**src/rtl/pwm_compare_scheduler.sv**
```systemverilog
`timescale 1ns/1ps
`default_nettype none
//============================================================================
// Module   : pwm_compare_scheduler
// Brief    : Multi-channel PWM that time-shares one external 32-bit less-than
//            comparator across NCH duty compares and one period compare.
// Revision : 1.0
//============================================================================
module pwm_compare_scheduler #(
    parameter int NCH = 4,
    parameter int AW  = 4
) (
    input  logic           clk,
    input  logic           reset_n,
    input  logic           en,
    input  logic           cfg_we,
    input  logic [AW-1:0]  cfg_addr,
    input  logic [31:0]    cfg_data,
    output logic [31:0]    cmp_a,
    output logic [31:0]    cmp_b,
    input  logic           cmp_lt,
    output logic [NCH-1:0] pwm_out,
    output logic           period_start,
    output logic [AW-1:0]  slot
);

    localparam logic [AW-1:0] LAST_SLOT = AW'(NCH);

    logic [AW-1:0]  slot_q, slot_d;
    logic [31:0]    count_q, count_d;
    logic [31:0]    top_sh_q, top_sh_d;
    logic [31:0]    top_act_q, top_act_d;
    logic [31:0]    duty_sh_q  [NCH];
    logic [31:0]    duty_sh_d  [NCH];
    logic [31:0]    duty_act_q [NCH];
    logic [31:0]    duty_act_d [NCH];
    logic [NCH-1:0] pwm_q, pwm_d;
    logic           period_start_q, period_start_d;
    logic [31:0]    cmp_b_sel;

    // Slot NCH (and any unused slot code) presents the period terminal.
    always_comb begin
        cmp_b_sel = top_act_q;
        for (int k = 0; k < NCH; k++) begin
            if (slot_q == AW'(k)) begin
                cmp_b_sel = duty_act_q[k];
            end
        end
    end

    always_comb begin
        top_sh_d = top_sh_q;
        for (int k = 0; k < NCH; k++) begin
            duty_sh_d[k] = duty_sh_q[k];
        end
        if (cfg_we) begin
            if (cfg_addr == LAST_SLOT) begin
                top_sh_d = cfg_data;
            end
            for (int k = 0; k < NCH; k++) begin
                if (cfg_addr == AW'(k)) begin
                    duty_sh_d[k] = cfg_data;
                end
            end
        end
    end

    // Shadows are read from the register, so a write landing on the wrap
    // cycle only takes effect at the following wrap.
    always_comb begin
        slot_d         = slot_q;
        count_d        = count_q;
        pwm_d          = pwm_q;
        period_start_d = 1'b0;
        top_act_d      = top_act_q;
        for (int k = 0; k < NCH; k++) begin
            duty_act_d[k] = duty_act_q[k];
        end

        if (!en) begin
            slot_d    = '0;
            count_d   = '0;
            pwm_d     = '0;
            top_act_d = top_sh_q;
            for (int k = 0; k < NCH; k++) begin
                duty_act_d[k] = duty_sh_q[k];
            end
        end else if (slot_q == LAST_SLOT) begin
            slot_d = '0;
            if (cmp_lt) begin
                count_d = count_q + 32'd1;
            end else begin
                count_d        = '0;
                period_start_d = 1'b1;
                top_act_d      = top_sh_q;
                for (int k = 0; k < NCH; k++) begin
                    duty_act_d[k] = duty_sh_q[k];
                end
            end
        end else begin
            slot_d = slot_q + AW'(1);
            for (int k = 0; k < NCH; k++) begin
                if (slot_q == AW'(k)) begin
                    pwm_d[k] = cmp_lt;
                end
            end
        end
    end

    always_ff @(posedge clk or negedge reset_n) begin
        if (!reset_n) begin
            slot_q         <= '0;
            count_q        <= '0;
            top_sh_q       <= '0;
            top_act_q      <= '0;
            pwm_q          <= '0;
            period_start_q <= 1'b0;
            for (int k = 0; k < NCH; k++) begin
                duty_sh_q[k]  <= '0;
                duty_act_q[k] <= '0;
            end
        end else begin
            slot_q         <= slot_d;
            count_q        <= count_d;
            top_sh_q       <= top_sh_d;
            top_act_q      <= top_act_d;
            pwm_q          <= pwm_d;
            period_start_q <= period_start_d;
            for (int k = 0; k < NCH; k++) begin
                duty_sh_q[k]  <= duty_sh_d[k];
                duty_act_q[k] <= duty_act_d[k];
            end
        end
    end

    assign cmp_a        = count_q;
    assign cmp_b        = cmp_b_sel;
    assign pwm_out      = pwm_q;
    assign period_start = period_start_q;
    assign slot         = slot_q;

endmodule
`default_nettype wire

```
**config.mk**
```make
export PLATFORM = sky130hd
export DESIGN_NAME = pwm_compare_scheduler
export DESIGN_NICKNAME = d
export VERILOG_FILES = /design/src/rtl/pwm_compare_scheduler.sv
export SDC_FILE = /design/constraint.sdc
export NUM_CORES = 1
export LEC_CHECK = 0
export BUFFER_PORTS_ARGS = -buffer_cell sky130_fd_sc_hd__buf_2
export CORE_MARGIN = 5
export CORE_UTILIZATION = 50
export CTS_BUF_LIST = sky130_fd_sc_hd__clkbuf_4
export CTS_CLUSTER_DIAMETER = 80
export DETAILED_ROUTE_END_ITERATION = 12
export GPL_TIMING_DRIVEN = 0
export HOLD_SLACK_MARGIN = 0.12
export PLACE_DENSITY = 0.73
export RECOVER_POWER = 100
export REMOVE_ABC_BUFFERS = 1
export SLEW_MARGIN = 10
export SYNTH_ARGS = -nofsm -noshare
export SYNTH_HDL_FRONTEND = slang
export SYNTH_SLANG_ARGS = --single-unit
export TNS_END_PERCENT = 20
```
**constraint.sdc**
```tcl
create_clock -name clk -period 3.2 [get_ports clk]
set_input_delay 0.16 -clock clk [delete_from_list [all_inputs] [get_ports clk]]
set_output_delay 0.16 -clock clk [all_outputs]
set_load 0.02 [all_outputs]
```
== Yosys cells after proc, flatten, opt, wreduce, memory -nomap -nowiden ==
Cells that the tools add are included.
Widths: inputs -> output; s select.

* $add $sub $neg: 2
* Eq/ne operators: 15
* Mux-type cells: 24
* Reductions and logical operators: 12

{| class="wikitable"
|+ Operator list
! kind !! count
|-
| $mux 128 || 3
|-
| $mux 32 || 10
|-
| $add 32x1->32 const B || 1
|-
| $reduce_and 2->1 || 10
|-
| $eq 4x2->1 const B || 4
|-
| $mux 4 || 4
|-
| $ne 2x1->1 const B || 5
|-
| $eq 4x1->1 const B || 2
|-
| $eq 4x3->1 const B || 2
|-
| $logic_not 4->1 || 2
|-
| $mux 1 || 7
|-
| $add 4x1->4 const B || 1
|-
| $ne 2x2->1 const B || 2
|}

* Register bits: 361
* Input bits: 41
* Word-level logic and storage cells: 70

== Logic depth before layout (Yosys ltp) ==
Gate-level depths: netlist (run 1).

* Word-level depth: 5
* Depth in mapped cells: 8
* Depth with buffers taken out: 6

== Worst setup path after synthesis (run 1) ==
Ideal clock, no wire load.

* Path type: reg-to-output
* From: register slot_q[0] (netlist: slot[0])
* To: output cmp_b[22]
* Data arrival time: 2.103 ns
* Slack: 0.937 ns
* Stages on the path, launching flop included: 8
* Buffers on the path: 1
* Cells stage by stage: dfrtp_1 -> inv_1 -> ha_1 -> nor3b_2 -> clkbuf_1 -> mux2_1 -> mux2i_1 -> o21ai_1

* Cells in the longest elaborated chain, start to end: 5

{| class="wikitable"
|+ RTL lines
! element !! line !! text
|-
| start: declaration || 29 || <nowiki>logic [AW-1:0] slot_q, slot_d;</nowiki>
|-
| start signal: assignment || 123 || <nowiki>slot_q <= slot_d;</nowiki>
|-
| $logic_not 4->1 || 45 || <nowiki>if (slot_q == AW'(k)) begin</nowiki>
|-
| $mux 32 (3 in a row) || 45 ||
|-
| $mux 32 (*) || 45 ||
|-
| end: declaration || 20 || <nowiki>output logic [31:0] cmp_b,</nowiki>
|}

Every way passes the cells marked *; elsewhere a longest branch is shown, timed or not.

== Worst setup path in the final report (run 1) ==
* From: register slot_q[0] (netlist: slot[0])
* To: output cmp_b[17]

Same word-level chain as after synthesis.

==> flow_metrics.py, run 1 <==
metrics = {
    "status": {
        "status": "complete, but fails checks",
        "violations": "max-capacitance violations",
    },
    "synth": {
        "ys_seq_elements": 361,
        "ys_warn_count": 0,
        "synth_top_area_cell": "dfrtp_1",
        "ys_types": 44,
        "syn_avg_cell_area_um2": 10.9,
        "synth_edf_count": 0,
        "synthArstFlopShare_pct": 100,
        "synth_top_area_share_pct": 59.3,
        "synth_area_leaders": "dfrtp_1 (59%), mux2_2 (13%), nand2_1 (12%)",
        "synth_area_mm2": 0.0152,
        "ys_seq_area_share_pct": 59.3,
        "syn_inst": 1401,
        "synth_ff_type": "dfrtp_1",
    },
    "worst_setup_path": {
        "crit_required_ns": 3.04,
        "worstSetupPathType": "register to output port",
        "reg2regPathDepth": 8,
        "cp.arrival_ns": 2.83,
        "worstReg2RegEnd": "duty_act_q[83]$_DFFE_PN0P_",
        "cp_cell_sequence": "inv_1 -> ha_2 -> nor3b_4 -> buf_16 -> mux2_2 -> mux2i_1 -> o21ai_1 -> clkbuf_2",
        "crit_fanout": 23,
        "slowest_stage": "dfrtp_1",
        "end_kind": "output port",
        "r2r-start": "slot[0]$_DFF_PN0_",
        "cp_slowest_stage_delay_ns": 0.44,
        "worstSetupStartpointType": "register",
        "r2r_slack_ns": 0.32,
    },
    "grt": {
        "grt_first_pass_wirelength_um": 56000,
        "gr-usage-met1_pct": 28.6,
        "busiest_layer": "met2",
        "grt.total_usage_pct": 20.4,
        "grt_pass1_vias": 11000,
        "met3_usage_pct": 4.78,
        "grtUsageMet2_pct": 32.3,
        "antenna_found_initial": 2,
        "grt_overflow": 0,
        "grt_max_degree": 112,
    },
    "detailed_routing": {
        "post-route-drc-count": 0,
        "drt-pass1-iter-count": 5,
        "dr_total_vias": 10800,
        "drt_iter0_drc": 533,
        "routedWlPerCell_um": 16.5,
        "postRouteAntennaNets": 0,
        "wirelength_um": 34100,
        "via_per_inst": 5.25,
    },
    "job": {
        "max-cap-violations": 1,
    },
    "sta": {
        "setup_viol": 0,
        "fin_crit_sh_pct": 93.5,
        "maxSlewHeadroom_pct": 0.345,
        "slew_violations": 0,
        "clock.fmax_mhz": 334,
        "worst-slew-pin-transition_ns": 1.49,
        "layout_min_cycle_time_ns": 2.99,
        "rsz0062_at_grt": "no",
        "hold_viol": 0,
        "skew_ns": 0.0458,
    },
    "placement": {
        "port_buffers": 113,
        "dp_hpwl_um": 20900,
        "place_congestion": 0.763,
        "place_inst": 1859,
        "postPlaceCellArea_mm2": 0.0166,
    },
    "power": {
        "leakage_uw": 0.00882,
        "powerDensity_mw_per_mm2": 661,
        "ir_drop_mv": 0.457,
    },
    "die": {
        "fp.dieW_um": 185,
        "dieArea_mm2": 0.0341,
        "io_pins": 114,
        "start_util_pct": 50.2,
        "core_area_mm2": 0.0303,
        "die_h_um": 185,
        "rows": 64,
    },
    "cts": {
        "clk_latency_ns": 0.70,
        "cts_buffers": 93,
        "cts_sinks": 361,
        "clock_tree.root_cell": "clkbuf_4",
        "cts_htree_levels": 3,
        "clk_pin_slew_ns": 0.06,
        "cts_tree": "done",
        "clockBufferDepth": 3,
    },
    "cells_and_area": {
        "syn_to_final_growth_pct": 18.1,
        "final_cell_mix": "nand2_1 (497), dfrtp_1 (361), mux2_2 (179)",
        "final_cell_area_mm2": 0.0180,
        "nFillCells": 2542,
        "final_util_pct": 59.3,
        "final_layout_size_suffix_gt1_share_pct": 25.5,
        "nNetsFinal": 1654,
        "stdcell_count": 2064,
        "regArea_mm2": 0.00903,
        "final_common_cell": "nand2_1",
        "multiInputGateArea_mm2": 0.00590,
    },
    "worst_hold_path": {
        "hold_path_class": "primary input to register",
        "hold_path_end": "top_sh_q[21]$_DFFE_PN0P_",
        "whs_path_depth": 3,
        "hp-start": "cfg_we",
    },
}
## metal layers
layer,wire (um),vias to the layer above,part of all wire (%)
met5,0,-,0
met4,608,0,1.8
met3,1860,59,5.5
met2,16000,255,47
met1,15600,5305,46
li1,-,5217,-
## layout make-up
class / count / share of cell area, %
tap: 396 / 2.76
antenna: 2 / 0.0278
sequential: 361 / 50.2
clock buffer: 129 / 5.39
timing repair buffer: 193 / 7.75
multi-input combinational: 950 / 32.8
clock inverter: 24 / 0.877
inverter: 9 / 0.188
## cells in the mapped netlist (2+ instances only)
library cell and n:
nand2_1 498, dfrtp_1 361, mux2_2 179, clkbuf_1 62
mux2i_1 35, o21ai_1 34, a22oi_1 32, a21oi_1 25
nor2_1 17, nand3_1 15, mux2_1 13, o31ai_1 13
or4_1 13, buf_1 12, inv_1 9, nand4_1 9
buf_2 7, or3_1 6, xnor2_1 6, and2_1 5
ha_1 5, nand3b_1 4, o21a_1 4, o21ai_0 4
a211o_1 3, a211oi_1 3, and4_1 3, nor3_1 3
xor2_1 3, a2111oi_0 2, a31o_2 2, nor4_1 2
## worst max path at each step
stage,from,end,slack [ns],cells past startpoint
after global placement,slot[0]$_DFF_PN0_,top_act_q[5]$_DFFE_PN0P_,-8.18,6
after CTS,slot[1]$_DFF_PN0_,cmp_b[20],0.02,9
after detailed placement,slot[0]$_DFF_PN0_,duty_act_q[26]$_DFFE_PN0P_,0.03,10
after global routing,slot[1]$_DFF_PN0_,cmp_b[20],0.02,8
final,slot[0]$_DFF_PN0_,cmp_b[17],0.21,8
after floorplan,slot[0]$_DFF_PN0_,cmp_a[10]$_DFFE_PN0P_,-4.36,5
## report_power, final
| part | leakage (uW) | internal [uW] | switching, uW |
|---|---|---|---|
| Combinational | 0.00359 | 995 | 1180 |
| Clock | 0.000672 | 2010 | 1780 |
| Sequential | 0.00456 | 5470 | 448 |
## registers in the layout, summed over array words and instances (netlist names)
| name | cells |
|---|---|
| slot | 4 |
| top_sh_q | 32 |
| duty_sh_q | 128 |
| duty_act_q | 128 |
| cmp_a | 32 |
| period_start | 1 |
| pwm_out | 4 |
| top_act_q | 32 |
## repair_timing
item,4_1_cts,5_1_grt
buffers inserted,1,3
hold endpoints to repair,553,0
cloned,0,1
pin swaps,0,1
endpoints found under the setup margin,32,60
gates resized for setup,1,4
hold buffers,46,0
## cells by family after synthesis
family	count (synthesis)	share of synthesized area (%)
buffers and inverters	91	2.35
flip-flops	361	59.3
adder cells (fa/ha/maj)	5	0.411
multiplexers	227	16.5
XOR/XNOR	9	0.518
AND/OR/NAND/NOR	584	15.8
AO/OA/AOI/OAI	124	5.16
## metrics by stage
stage / setup TNS, ns / worst slack, ns / total power, uW / hold slack (ns)
2_1_floorplan: -835.91 / -4.36 / 7370 / -0.136
3_3_place_gp: -3459.55 / -8.18 / 8030 / 0.442
3_5_place_dp: 0 / 0.0314 / 8180 / 0.235
4_1_cts: 0 / 0.0189 / 12100 / 0.125
5_1_grt: 0 / 0.0152 / 12700 / 0.0815
6_report: 0 / 0.209 / 11900 / 0.135
## critical path: cells and delay by family (launching register included)
kind,cells,cell delay [ns]
multiplexers,2,0.53
adder cells (fa/ha/maj),1,0.21
flip-flops,1,0.44
AND/OR/NAND/NOR,1,0.31
buffers and inverters,3,0.55
AO/OA/AOI/OAI,1,0.08
No activity file was read; power rests on OpenSTA's default activity.
==> inputs of run 2 (changes only) <==
==> constraint.sdc (replaced) <==
create_clock -name clk -period 3.3 [get_ports clk]
set_input_delay 0.165 -clock clk [delete_from_list [all_inputs] [get_ports clk]]
set_output_delay 0.165 -clock clk [all_outputs]
set_load 0.02 [all_outputs]
==> flow_metrics.py, run 2 (synthesized netlist as in run 1, its figures left out) <==
metrics = {
    "die": {
        "die_h_um": 185,
        "dieArea_mm2": 0.0341,
        "rows": 64,
        "start_util_pct": 50.2,
        "core_area_mm2": 0.0303,
        "io_pins": 114,
        "fp.dieW_um": 185,
    },
    "cells_and_area": {
        "nNetsFinal": 1649,
        "multiInputGateArea_mm2": 0.00590,
        "final_layout_size_suffix_gt1_share_pct": 25.2,
        "final_util_pct": 59.2,
        "nFillCells": 2539,
        "final_cell_mix": "nand2_1 (497), dfrtp_1 (361), mux2_2 (179)",
        "regArea_mm2": 0.00903,
        "final_common_cell": "nand2_1",
        "syn_to_final_growth_pct": 18.0,
        "top_regs": "duty_act_q: 128 flops, duty_sh_q: 128 flops",
    },
    "worst_hold_path": {
        "hp-start": "cfg_addr[2]",
        "whs_path_depth": 3,
        "hold_path_class": "primary input to register",
        "hold_path_end": "top_sh_q[8]$_DFFE_PN0P_",
    },
    "cts": {
        "cts_buffers": 93,
        "cts_htree_levels": 3,
        "cts_sinks": 361,
        "clk_pin_slew_ns": 0.06,
        "clockBufferDepth": 3,
        "clk_latency_ns": 0.71,
        "clock_tree.root_cell": "clkbuf_4",
        "cts_tree": "done",
    },
    "worst_setup_path": {
        "slowest_stage": "dfrtp_1",
        "end_kind": "output port",
        "worstSetupStartpointType": "register",
        "worst-path-buf-inv": 4,
        "reg2regPathDepth": 10,
        "crit_fanout": 13,
        "r2r-start": "slot[1]$_DFF_PN0_",
        "worstReg2RegEnd": "duty_act_q[26]$_DFFE_PN0P_",
        "cp_cell_sequence": "inv_1 -> ha_2 -> nor3b_4 -> buf_16 -> buf_8 -> mux2_2 -> mux2i_1 -> o21ai_1 -> buf_2",
        "critical_path.top_delay_family": "buffers and inverters",
        "worstSetupPathType": "register to output port",
        "crit_required_ns": 3.13,
        "cp.arrival_ns": 2.94,
        "worst-path-stages": 9,
        "r2r_slack_ns": 0.28,
        "cp_slowest_stage_delay_ns": 0.43,
    },
    "power": {
        "power_frac_clock_pct": 31.9,
        "swShare_pct": 28.7,
        "p_total_uw": 11500,
        "p_int_uw": 8220,
        "ir_drop_mv": 0.443,
        "powerDensity_mw_per_mm2": 641,
        "switching_power_uw": 3310,
        "leakage_uw": 0.00880,
        "comb_power_share_pct": 18.2,
        "power.share.sequential_pct": 49.8,
    },
    "sta": {
        "slew_violations": 0,
        "timing.hold.ws_ns": 0.110,
        "fin_crit_sh_pct": 94.0,
        "layout_min_cycle_time_ns": 3.10,
        "skew_ns": 0.0491,
        "rsz0062_at_grt": "no",
        "clock.fmax_mhz": 323,
        "setup_viol": 0,
        "maxSlewHeadroom_pct": 3.97,
        "hold_viol": 0,
        "fin_ws_ns": 0.199,
        "worst-slew-pin-transition_ns": 1.44,
    },
    "detailed_routing": {
        "via_per_inst": 5.24,
        "drt-pass1-iter-count": 5,
        "wirelength_um": 34000,
        "post-route-drc-count": 0,
        "routedWlPerCell_um": 16.5,
        "dr_total_vias": 10800,
        "postRouteAntennaNets": 0,
        "drt_iter0_drc": 503,
    },
    "placement": {
        "place_congestion": 0.763,
        "dp_hpwl_um": 20900,
        "place_ws_ns": 0.131,
        "port_buffers": 113,
    },
    "status": {
        "status": "complete, no violations",
    },
    "grt": {
        "antenna_found_initial": 2,
        "grt_max_degree": 112,
        "grt_overflow": 0,
        "grt_pass1_vias": 10900,
        "grt.total_usage_pct": 20.3,
        "grt_first_pass_wirelength_um": 55900,
    },
    "job": {
        "max-cap-violations": 0,
    },
}
run 2: cell types whose count changed in the layout (fill, tap and decap cells not counted), moves of 2 or more:
cell           change
dlygate4sd3_1      -3
buf_6              -3
buf_2              +3
nor2_2             -2
clkbuf_2           -9
clkbuf_1           +4
run 2: through the flow:
stage,std cells,TNS (ns),area (um2)
final,2059,0,18000
after global routing,2059,0,18000
after CTS,2056,0,18200
after detailed placement,1859,0,16600
after global placement,1828,-3393.06,16000
after floorplan,1319,-813.97,14900
run 2: worst max-delay path by stage:
stage	from	endpoint	slack, ns
after floorplan	slot[0]$_DFF_PN0_	cmp_a[10]$_DFFE_PN0P_	-4.26
after global placement	slot[0]$_DFF_PN0_	top_act_q[5]$_DFFE_PN0P_	-8.08
after detailed placement	slot[0]$_DFF_PN0_	duty_act_q[26]$_DFFE_PN0P_	0.13
after CTS	slot[1]$_DFF_PN0_	cmp_b[20]	0.11
after global routing	slot[2]$_DFF_PN0_	cmp_b[11]	0.002
final	slot[1]$_DFF_PN0_	cmp_b[20]	0.20
run 2: worst register-to-register path: cells and delay by family (launching register included):
kind	cells	cell delay (ns)
compound gates	1	0.67
buf+inv	5	0.96
fa+ha+maj	1	0.20
simple gates	3	0.67
flops	1	0.43
run 2: layout make-up:
cell class	count	share of cell area, %
timing repair buffer	188	7.67
inverter	9	0.188
clock inverter	24	0.877
tap	396	2.76
multi-input combinational	950	32.8
antenna	2	0.0278
sequential	361	50.3
clock buffer	129	5.39
run 2: power groups by stage:
stage	Sequential (uW)	Combinational [uW]	Clock [uW]
6_report	5740	2100	3680
5_1_grt	5850	2360	4070
4_1_cts	5740	2170	3790
3_5_place_dp	5820	2110	0
3_3_place_gp	5770	2020	0
2_1_floorplan	5700	1440	0
run 2: timing repair:
item / in CTS / in global routing
pin swaps: 0 / 1
setup endpoints to repair: 28 / 39
gates resized for setup: 1 / 1
endpoints found under the hold margin: 537 / 0
gates cloned: 0 / 1
hold buffers: 43 / 0
buffers inserted: 1 / 0
run 2: metal layers:
metal  vias up  track usage, %  share of wire (%)  routed length, um
met1      5272            28.6                 46              15500
met4         0            5.41                1.7                574
li1       5201               -                  -                  -
met5         -               0                  0                  0
met3        57            4.82                5.8               1970
met2       252            32.1                 47              15900
==> inputs of run 3 (changes only) <==
--- a/config.mk
+++ b/config.mk
@@ -8,14 +8,13 @@
 export BUFFER_PORTS_ARGS = -buffer_cell sky130_fd_sc_hd__buf_2
 export CORE_MARGIN = 5
 export CORE_UTILIZATION = 50
-export CTS_BUF_LIST = sky130_fd_sc_hd__clkbuf_4
 export CTS_CLUSTER_DIAMETER = 80
 export DETAILED_ROUTE_END_ITERATION = 12
 export GPL_TIMING_DRIVEN = 0
-export HOLD_SLACK_MARGIN = 0.12
 export PLACE_DENSITY = 0.73
 export RECOVER_POWER = 100
 export REMOVE_ABC_BUFFERS = 1
+export SKIP_LAST_GASP = 1
 export SLEW_MARGIN = 10
 export SYNTH_ARGS = -nofsm -noshare
 export SYNTH_HDL_FRONTEND = slang
==> flow_metrics.py, run 3 (synthesized netlist as in run 1, its figures left out) <==
metrics = {
    "status": {
        "status": "complete, but fails checks",
        "violations": "max-capacitance violations, max-slew violations",
    },
    "cells_and_area": {
        "final_layout_size_suffix_gt1_share_pct": 22.3,
        "final_cell_area_mm2": 0.0180,
        "final_cell_mix": "nand2_1 (497), dfrtp_1 (361), mux2_2 (179)",
        "nFillCells": 2480,
        "syn_to_final_growth_pct": 18.4,
        "nNetsFinal": 1585,
        "top_regs": "duty_act_q: 128 flops, duty_sh_q: 128 flops",
        "final_common_cell": "nand2_1",
        "final_util_pct": 59.4,
    },
    "die": {
        "core_area_mm2": 0.0303,
        "io_pins": 114,
        "start_util_pct": 50.2,
        "rows": 64,
        "die_h_um": 185,
        "fp.dieW_um": 185,
        "dieArea_mm2": 0.0341,
    },
    "sta": {
        "hold_viol": 0,
        "maxSlewHeadroom_pct": -61.7,
        "rsz0062_at_grt": "yes",
        "tns_ns": 0,
        "setup_viol": 0,
        "fin_crit_sh_pct": 96.8,
        "fin_ws_ns": 0.106,
        "slew_violations": 126,
        "skew_ns": 0.00785,
        "layout_min_cycle_time_ns": 3.19,
        "timing.hold.ws_ns": 0.0978,
        "worst-slew-pin-transition_ns": 2.43,
        "clock.fmax_mhz": 313,
    },
    "worst_setup_path": {
        "slowest_stage": "nor4b_2",
        "r2r_slack_ns": 0.27,
        "crit_fanout": 7,
        "cpMostUsedCell": "buf_4",
        "end_kind": "output port",
        "worstReg2RegEnd": "duty_act_q[26]$_DFFE_PN0P_",
        "worstSetupStartpointType": "register",
        "cp.arrival_ns": 3.03,
        "cp_cell_sequence": "inv_1 -> ha_1 -> nor4b_2 -> buf_4 -> buf_4 -> a22oi_1 -> o21ai_1 -> buf_2",
        "worstSetupPathType": "register to output port",
        "crit_required_ns": 3.13,
        "reg2regPathDepth": 10,
        "r2r-start": "slot[0]$_DFF_PN0_",
        "startpoint": "slot[0]$_DFF_PN0_",
        "crit_end": "cmp_b[20]",
        "cp_slowest_stage_delay_ns": 0.79,
    },
    "detailed_routing": {
        "wl_met2_um": 15800,
        "drt_iter0_drc": 535,
        "post-route-drc-count": 0,
        "via_per_inst": 5.33,
        "top_layer_used": "met4",
        "wl_met1_um": 15200,
        "postRouteAntennaNets": 0,
        "wirelength_um": 33300,
        "met3WireLength_um": 1780,
        "routedWlPerCell_um": 17.0,
        "drt-pass1-iter-count": 5,
        "dr_total_vias": 10500,
    },
    "grt": {
        "grt.total_usage_pct": 19.8,
        "grt_pass1_vias": 10400,
        "antenna_found_initial": 1,
        "grt_max_degree": 112,
        "grt_overflow": 0,
        "grt_first_pass_wirelength_um": 54800,
    },
    "cts": {
        "clk_pin_slew_ns": 0.06,
        "clockBufferDepth": 3,
        "clock_tree.root_cell": "clkbuf_16",
        "cts_buffers": 38,
        "cts_tree": "done",
        "cts_sinks": 361,
        "cts_htree_levels": 2,
        "clk_latency_ns": 0.52,
    },
    "power": {
        "powerDensity_mw_per_mm2": 670,
        "leakage_uw": 0.00875,
        "ir_drop_mv": 0.552,
    },
    "placement": {
        "place_ws_ns": 0.131,
        "place_congestion": 0.763,
        "postPlaceCellArea_mm2": 0.0166,
        "dp_hpwl_um": 20900,
        "port_buffers": 113,
    },
    "job": {
        "max-cap-violations": 3,
    },
    "worst_hold_path": {
        "hold_path_class": "primary input to register",
    },
}
-- run 3: cell types whose count changed in the layout (fill, tap and decap cells not counted), sizes merged --
cell / before / now
inv: 11 / 12
dlygate4sd3: 42 / 34
diode: 2 / 1
buf: 65 / 95
clkbuf: 210 / 101
clkinv: 19 / 7
clkinvlp: 1 / 4
-- run 3: power breakdown --
| group | switching (uW) | internal (uW) | total, uW |
|---|---|---|---|
| Sequential | 436 | 5310 | 5750 |
| Combinational | 1140 | 974 | 2110 |
| Clock | 1740 | 2480 | 4220 |
-- run 3: metrics by stage --
| stage | std cells | power, uW |
|---|---|---|
| floorplan | 1319 | 7140 |
| global placement | 1828 | 7790 |
| detailed placement | 1859 | 7930 |
| CTS | 1961 | 12200 |
| global route | 1963 | 12700 |
| finish | 1963 | 12100 |
-- run 3: per-layer routing --
layer / GRT usage [%] / vias up
li1: - / 5021
met1: 28.4 / 5196
met2: 32.0 / 203
met3: 3.73 / 44
met4: 4.14 / 0
met5: 0 / -
-- run 3: area by class of cell --
cell class | instances | area, um2 | share of cell area, %
Antenna cell | 1 | 2.50 | 0.0139
Clock buffer | 51 | 1080 | 5.99
Clock inverter | 16 | 163 | 0.902
Inverter | 9 | 33.8 | 0.187
Multi-Input combinational cell | 950 | 5890 | 32.7
Sequential cell | 361 | 9030 | 50.1
Tap cell | 396 | 495 | 2.75
Timing Repair Buffer | 179 | 1340 | 7.41
-- run 3: worst min path at each step --
stage                              start                    endpoint  slack [ns]  depth (start not counted)
6_report                              en           slot[1]$_DFF_PN0_         0.1                          2
5_1_grt                               en           slot[1]$_DFF_PN0_        0.08                          2
4_1_cts                               en           slot[1]$_DFF_PN0_        0.05                          2
3_5_place_dp                     reset_n  duty_act_q[16]$_DFFE_PN0P_        0.24                          1
3_3_place_gp   top_act_q[29]$_DFFE_PN0P_   top_act_q[29]$_DFFE_PN0P_        0.44                          2
2_1_floorplan                    reset_n        cmp_a[0]$_DFFE_PN0P_       -0.13                          0
-- run 3: critical path: cells and delay by family (launching register included) --
family / cells / cell delay [ns]
buffers and inverters: 4 / 0.80
adders and majority gates: 1 / 0.22
AOI/OAI and AO/OA: 2 / 0.25
DFF: 1 / 0.44
and+or+nand+nor: 1 / 0.79
-- run 3: timing repair --
| item | in CTS | in global routing |
|---|---|---|
| endpoints found under the hold margin | 252 | 0 |
| setup buffers | 1 | 0 |
| hold buffers | 34 | 0 |
| pin swaps | 0 | 1 |
| resized for setup | 0 | 0 |
| endpoints found under the setup margin | 13 | 40 |
| gates cloned | 0 | 1 |
